[src/rtl/bist_pkg.sv]
// Shared types and constants for the BIST pattern generator / sequencer.
// The signature register and CUT live outside this block; only their widths are fixed here.
package bist_pkg;

    localparam int SIG_W  = 3;
    localparam int LFSR_W = 3;
    localparam int CNT_W  = 4;

    localparam logic [LFSR_W-1:0] TPG_SEED_DEF = 3'b001;
    localparam logic [SIG_W-1:0]  ORA_SEED_DEF = 3'b000;
    localparam logic [SIG_W-1:0]  GOLDEN_AND   = 3'b111;

    typedef enum logic [2:0] {
        ST_IDLE  = 3'd0,
        ST_SEED  = 3'd1,
        ST_RUN   = 3'd2,
        ST_CHECK = 3'd3,
        ST_DONE  = 3'd4
    } bist_state_e;

    // Fibonacci step, taps on bits 2 and 1; maximal period 7 from any nonzero value.
    function automatic logic [LFSR_W-1:0] lfsr_next(input logic [LFSR_W-1:0] v);
        return {v[1], v[0], v[2] ^ v[1]};
    endfunction

endpackage

[src/rtl/bist_lfsr3.sv]
// 3-bit pattern LFSR: load has priority over step, otherwise the value holds.
// Only the two low bits leave the block; they are the CUT inputs.
module bist_lfsr3
    import bist_pkg::*;
#(
    parameter logic [LFSR_W-1:0] RST_VAL = TPG_SEED_DEF
) (
    input  logic              clk,
    input  logic              rst_n,
    input  logic              load,
    input  logic              step,
    input  logic [LFSR_W-1:0] seed,
    output logic [1:0]        ab
);

    logic [LFSR_W-1:0] lfsr_q;
    logic [LFSR_W-1:0] lfsr_d;

    always_comb begin
        lfsr_d = lfsr_q;
        if (load) begin
            lfsr_d = seed;
        end else if (step) begin
            lfsr_d = lfsr_next(lfsr_q);
        end
    end

    always_ff @(posedge clk or negedge rst_n) begin
        if (!rst_n) begin
            lfsr_q <= RST_VAL;
        end else begin
            lfsr_q <= lfsr_d;
        end
    end

    assign ab = lfsr_q[1:0];

endmodule

[src/rtl/bist_tpg_ctrl.sv]
// BIST sequencer: seeds the signature register, streams NUM_PAT LFSR patterns into the
// CUT, then compares the captured signature against GOLDEN and reports pass/fail.
//
//   state | meaning
//   IDLE  | waiting for start after reset
//   SEED  | load signature register and pattern LFSR, clear pattern count
//   RUN   | one pattern per cycle, signature register capturing
//   CHECK | signature final; register compare result
//   DONE  | result held; start launches another run
module bist_tpg_ctrl
    import bist_pkg::*;
#(
    parameter logic [LFSR_W-1:0] TPG_SEED = TPG_SEED_DEF,
    parameter logic [SIG_W-1:0]  ORA_SEED = ORA_SEED_DEF,
    parameter int                NUM_PAT  = 7,
    parameter logic [SIG_W-1:0]  GOLDEN   = GOLDEN_AND
) (
    input  logic             clk,
    input  logic             rst_n,
    input  logic             start,
    input  logic [SIG_W-1:0] sig,
    output logic             a,
    output logic             b,
    output logic             ora_init,
    output logic             ora_en,
    output logic [SIG_W-1:0] ora_seed,
    output logic             busy,
    output logic             done,
    output logic             pass
);

    localparam logic [CNT_W-1:0] LAST_CNT = CNT_W'(NUM_PAT - 1);

    bist_state_e      state_q;
    logic [CNT_W-1:0] count_q;
    logic             ora_init_q;
    logic             ora_en_q;
    logic             busy_q;
    logic             done_q;
    logic             pass_q;

    logic             lfsr_load;
    logic             lfsr_step;
    logic [1:0]       pat_ab;

    assign lfsr_load = (state_q == ST_SEED);
    assign lfsr_step = (state_q == ST_RUN);

    bist_lfsr3 #(
        .RST_VAL (TPG_SEED)
    ) u_lfsr (
        .clk   (clk),
        .rst_n (rst_n),
        .load  (lfsr_load),
        .step  (lfsr_step),
        .seed  (TPG_SEED),
        .ab    (pat_ab)
    );

    // Outputs are registered alongside the state so each one is a clean flop output.
    always_ff @(posedge clk or negedge rst_n) begin
        if (!rst_n) begin
            state_q    <= ST_IDLE;
            count_q    <= '0;
            ora_init_q <= 1'b0;
            ora_en_q   <= 1'b0;
            busy_q     <= 1'b0;
            done_q     <= 1'b0;
            pass_q     <= 1'b0;
        end else begin
            case (state_q)
                ST_IDLE: begin
                    if (start) begin
                        state_q    <= ST_SEED;
                        ora_init_q <= 1'b1;
                        busy_q     <= 1'b1;
                    end
                end
                ST_SEED: begin
                    state_q    <= ST_RUN;
                    count_q    <= '0;
                    ora_init_q <= 1'b0;
                    ora_en_q   <= 1'b1;
                end
                ST_RUN: begin
                    count_q <= count_q + 4'd1;
                    if (count_q == LAST_CNT) begin
                        state_q  <= ST_CHECK;
                        ora_en_q <= 1'b0;
                    end
                end
                ST_CHECK: begin
                    state_q <= ST_DONE;
                    pass_q  <= (sig == GOLDEN);
                    done_q  <= 1'b1;
                    busy_q  <= 1'b0;
                end
                ST_DONE: begin
                    if (start) begin
                        state_q    <= ST_SEED;
                        ora_init_q <= 1'b1;
                        busy_q     <= 1'b1;
                        done_q     <= 1'b0;
                        pass_q     <= 1'b0;
                    end
                end
                default: begin
                    state_q    <= ST_IDLE;
                    ora_init_q <= 1'b0;
                    ora_en_q   <= 1'b0;
                    busy_q     <= 1'b0;
                    done_q     <= 1'b0;
                    pass_q     <= 1'b0;
                end
            endcase
        end
    end

    assign a        = pat_ab[1];
    assign b        = pat_ab[0];
    assign ora_init = ora_init_q;
    assign ora_en   = ora_en_q;
    assign ora_seed = ORA_SEED;
    assign busy     = busy_q;
    assign done     = done_q;
    assign pass     = pass_q;

endmodule

[config.mk]
export PLATFORM = sky130hd
export DESIGN_NAME = bist_tpg_ctrl
export DESIGN_NICKNAME = d
export VERILOG_FILES = /design/src/rtl/bist_pkg.sv /design/src/rtl/bist_lfsr3.sv /design/src/rtl/bist_tpg_ctrl.sv
export SDC_FILE = /design/constraint.sdc
export NUM_CORES = 1
export LEC_CHECK = 0
export ABC_CLOCK_PERIOD_IN_PS = 3500
export CORE_MARGIN = 2
export CORE_UTILIZATION = 30
export DETAILED_ROUTE_END_ITERATION = 16
export HOLD_SLACK_MARGIN = 0.03
export PLACE_DENSITY = 0.5
export SYNTH_ARGS = -nofsm -noshare
export SYNTH_HDL_FRONTEND = slang
export SYNTH_SLANG_ARGS = --single-unit
[constraint.sdc]
create_clock -name clk -period 3.5 [get_ports clk]
set_clock_uncertainty 0.2 [all_clocks]
set_input_delay 0.7 -clock clk [delete_from_list [all_inputs] [get_ports clk]]
set_output_delay 0.7 -clock clk [all_outputs]
set_load 0.005 [all_outputs]
==> summary.txt <==
Clock tree
  – CTS tree: yes
  – CTS resizes: 0
  – Worst-Skew Late Latency: 0.29 ns
  – Clock sink count: 15
  – H-tree depth: 1
  – CTS Hold Buffers Added: 0
  – Clk slew on worst S/H paths: 0.10 ns
  – Total CTS buffers: 3
  – Clk buf depth: 2
  – Post-CTS Setup Bufs: 0
  – CTS root buf: clkbuf_4

Setup path
  – Delay-heaviest family, CP: flip-flops
  – Worst-path cell chain: clkdlybuf4s50_1
  – WP data arrival: 1.34 ns
  – Crit path launch type: flop
  – Max stage delay on crit path: 0.56 ns
  – WP buf/inv: 1
  – Crit-path slowest cell: dfstp_2
  – CP required: 2.60 ns
  – CP Class: flop to primary output
  – Max FO, Critical Path: 4
  – Critical Path End Type: primary output

Global routing
  – Remaining Overflow, GRT: 0
  – Met1 usage: 0.146
  – Maximum number of pins on one net before global-route repair: 22
  – Vias in the first global route: 557
  – GR peak layer: met2
  – Initial antenna violation count: 0
  – Met3 global-route usage: 0.0233
  – Global-route track usage on met2: 0.155
  – GRT Util Overall: 0.110
  – First-pass GRT wire length: 2.66 mm

Synth
  – Syn avg cell area: 9.33 um2
  – Netlist cell types: 31
  – Synth Area in Compound Gates: 0.231
  – Multiplexer area fraction after synthesis: 0.0123
  – Post-Synth Simple-Gate Area: 0.137
  – Largest family of logic cells by synthesized area: compound AO/OA/AOI/OAI gates
  – Post-synthesis sequential area ratio: 0.464
  – Netlist Area Pre-Place: 812 um2
  – Post-synthesis register bit count: 15
  – Synthesized-area fraction occupied by adder cells: 0.0308
  – Xor and xnor fraction of the mapped netlist area: 0.0216
  – Ys Warns: 0
  – Gate Count Post-Synth: 87

STA
  – Slew @ Worst Pin: 0.692 ns
  – RSZ-0062 raised after global routing: no
  – Max-slew violations: 0
  – Total Neg Setup Slack: 0 ns
  – WHS: 0.297 ns
  – Final Cycle Share: 0.640
  – Hold Fails Final Rpt: 0
  – Worst slew margin: 0.537
  – Final setup fails: 0
  – Max Clock Freq: 0.447 GHz
  – Tmin final: 2.24 ns

Power and ir drop
  – Worst vdd ir: 0.433 mV
  – Power, Total: 849 uW
  – P_leak: 0.406 nW
  – PwrDens: 900 nW/um2

Die
  – Initial Util: 0.322
  – Chip Width: 56.0 um
  – Die footprint: 3140 um2
  – Height of the die: 56.0 um
  – Num rows: 18
  – Core ar.: 2520 um2
  – IO Count: 16

Place
  – Routability cong.: 0.702
  – Cell total after placement: 123
  – Count of input and output buffers: 12
  – Placed standard-cell area: 916 um2
  – Post-DP HPWL: 1.04 mm

Finish
  – Layout area overhead: 16.2%
  – Design area: 943 um2
  – Commonest non-fill, non-tap cell in the layout: dfrtp_1
  – FILL cells: 257
  – Sequential Area: 377 um2
  – Layout net count: 106
  – # diodes: 0
  – Share of cells above drive strength 1: 0.0928
  – Final Instance Count excl. Fillers: 127
  – Multi-input combinational cell area: 363 um2
  – Most frequent cells in the layout: dfrtp_1 (14), clkdlybuf4s50_1 (12), nand2_1 (11), o21ai_1 (11), a21oi_1 (6)

Detailed routing
  – Final routed DRC violation total: 0
  – 1st-iter DRT viols: 14
  – Vias after detailed routing: 629
  – Avg WL per Cell: 12.4 um
  – Post-route ant nets: 0
  – Drt pass-1 iters: 4
  – Routed WL: 1.58 mm
  – Drt via density: 4.95

Run
  – Max Cap Viol: 0

Worst hold path
  – Min-delay worst type: flop to flop

Status
  – Status: finished, final reports clean
## power breakdown
part	switching, mW	total (mW)	leakage (nW)	internal [mW]
clock	0.0610	0.104	0.0177	0.0426
sequential	0.124	0.378	0.187	0.254
combinational	0.169	0.367	0.201	0.198
## area by class of cell
class                   count  area share
clock buffers               3      0.0239
clock inverters             1     0.00531
inverters                   5      0.0199
multi-input cells          61       0.385
flip-flops and latches     15       0.399
well taps                  30      0.0398
repair buffers             12       0.127
## stage by stage
step	setup slack (ns)	utilization
floorplan	2.07	-
global placement	1.58	0.363
detailed placement	1.57	0.363
CTS	1.25	0.374
global route	1.22	0.374
finish	1.26	0.374
## sequential cells by signal (all words and copies together), names as in the netlist
signal / cells
pass: 1
busy: 1
state_q: 3
ora_init: 1
u_lfsr.lfsr_q: 3
ora_en: 1
count_q: 4
done: 1
## path summary, 6_finish.rpt
kind | start | to | slack (ns) | depth (start not counted)
max reg2reg | state_q[1] | u_lfsr.lfsr_q[0] | 1.78 | 3
min in group asynchronous | rst_n | count_q[3] | 0.61 | 1
min | busy | busy | 0.30 | 2
max in group asynchronous | rst_n | state_q[1] | 2.04 | 1
max | u_lfsr.lfsr_q[0] | b | 1.26 | 1
min reg2reg | busy | busy | 0.30 | 2
## cells by family after synthesis
kind of cell / Yosys count
XOR/XNOR: 2
AO/OA/AOI/OAI: 30
buffers and inverters: 13
flip-flops: 15
AND/OR/NAND/NOR: 23
other: 1
adder cells (fa/ha/maj): 2
multiplexers: 1
## cells in the mapped netlist
library cell | count | area share
a211oi_2 | 1 | 0.015
a21o_1 | 1 | 0.0092
a21oi_1 | 6 | 0.037
a21oi_2 | 1 | 0.011
a22oi_1 | 4 | 0.037
a31oi_1 | 1 | 0.0077
a41oi_1 | 1 | 0.011
and3_1 | 1 | 0.0077
buf_2 | 1 | 0.0062
buf_4 | 6 | 0.055
buf_6 | 1 | 0.014
conb_1 | 1 | 0.0046
dfrtp_1 | 14 | 0.43
dfstp_2 | 1 | 0.032
ha_1 | 2 | 0.031
inv_1 | 5 | 0.023
mux2i_1 | 1 | 0.012
nand2_1 | 11 | 0.051
nand3_1 | 1 | 0.0062
nand3b_1 | 1 | 0.0092
nor2_1 | 5 | 0.023
nor2b_2 | 1 | 0.011
nor3_1 | 1 | 0.0062
nor3_2 | 1 | 0.012
nor4b_1 | 1 | 0.011
o21ai_0 | 1 | 0.0062
o21ai_1 | 11 | 0.068
o22a_1 | 1 | 0.011
o22ai_1 | 1 | 0.0077
o32ai_1 | 1 | 0.011
xnor2_1 | 2 | 0.022
## layer usage
metal	share of wire	wire [um]
met1	0.49	772
met5	0	0
met2	0.44	699
met3	0.040	63
met4	0.026	41
No activity file was read; power rests on OpenSTA's default activity.
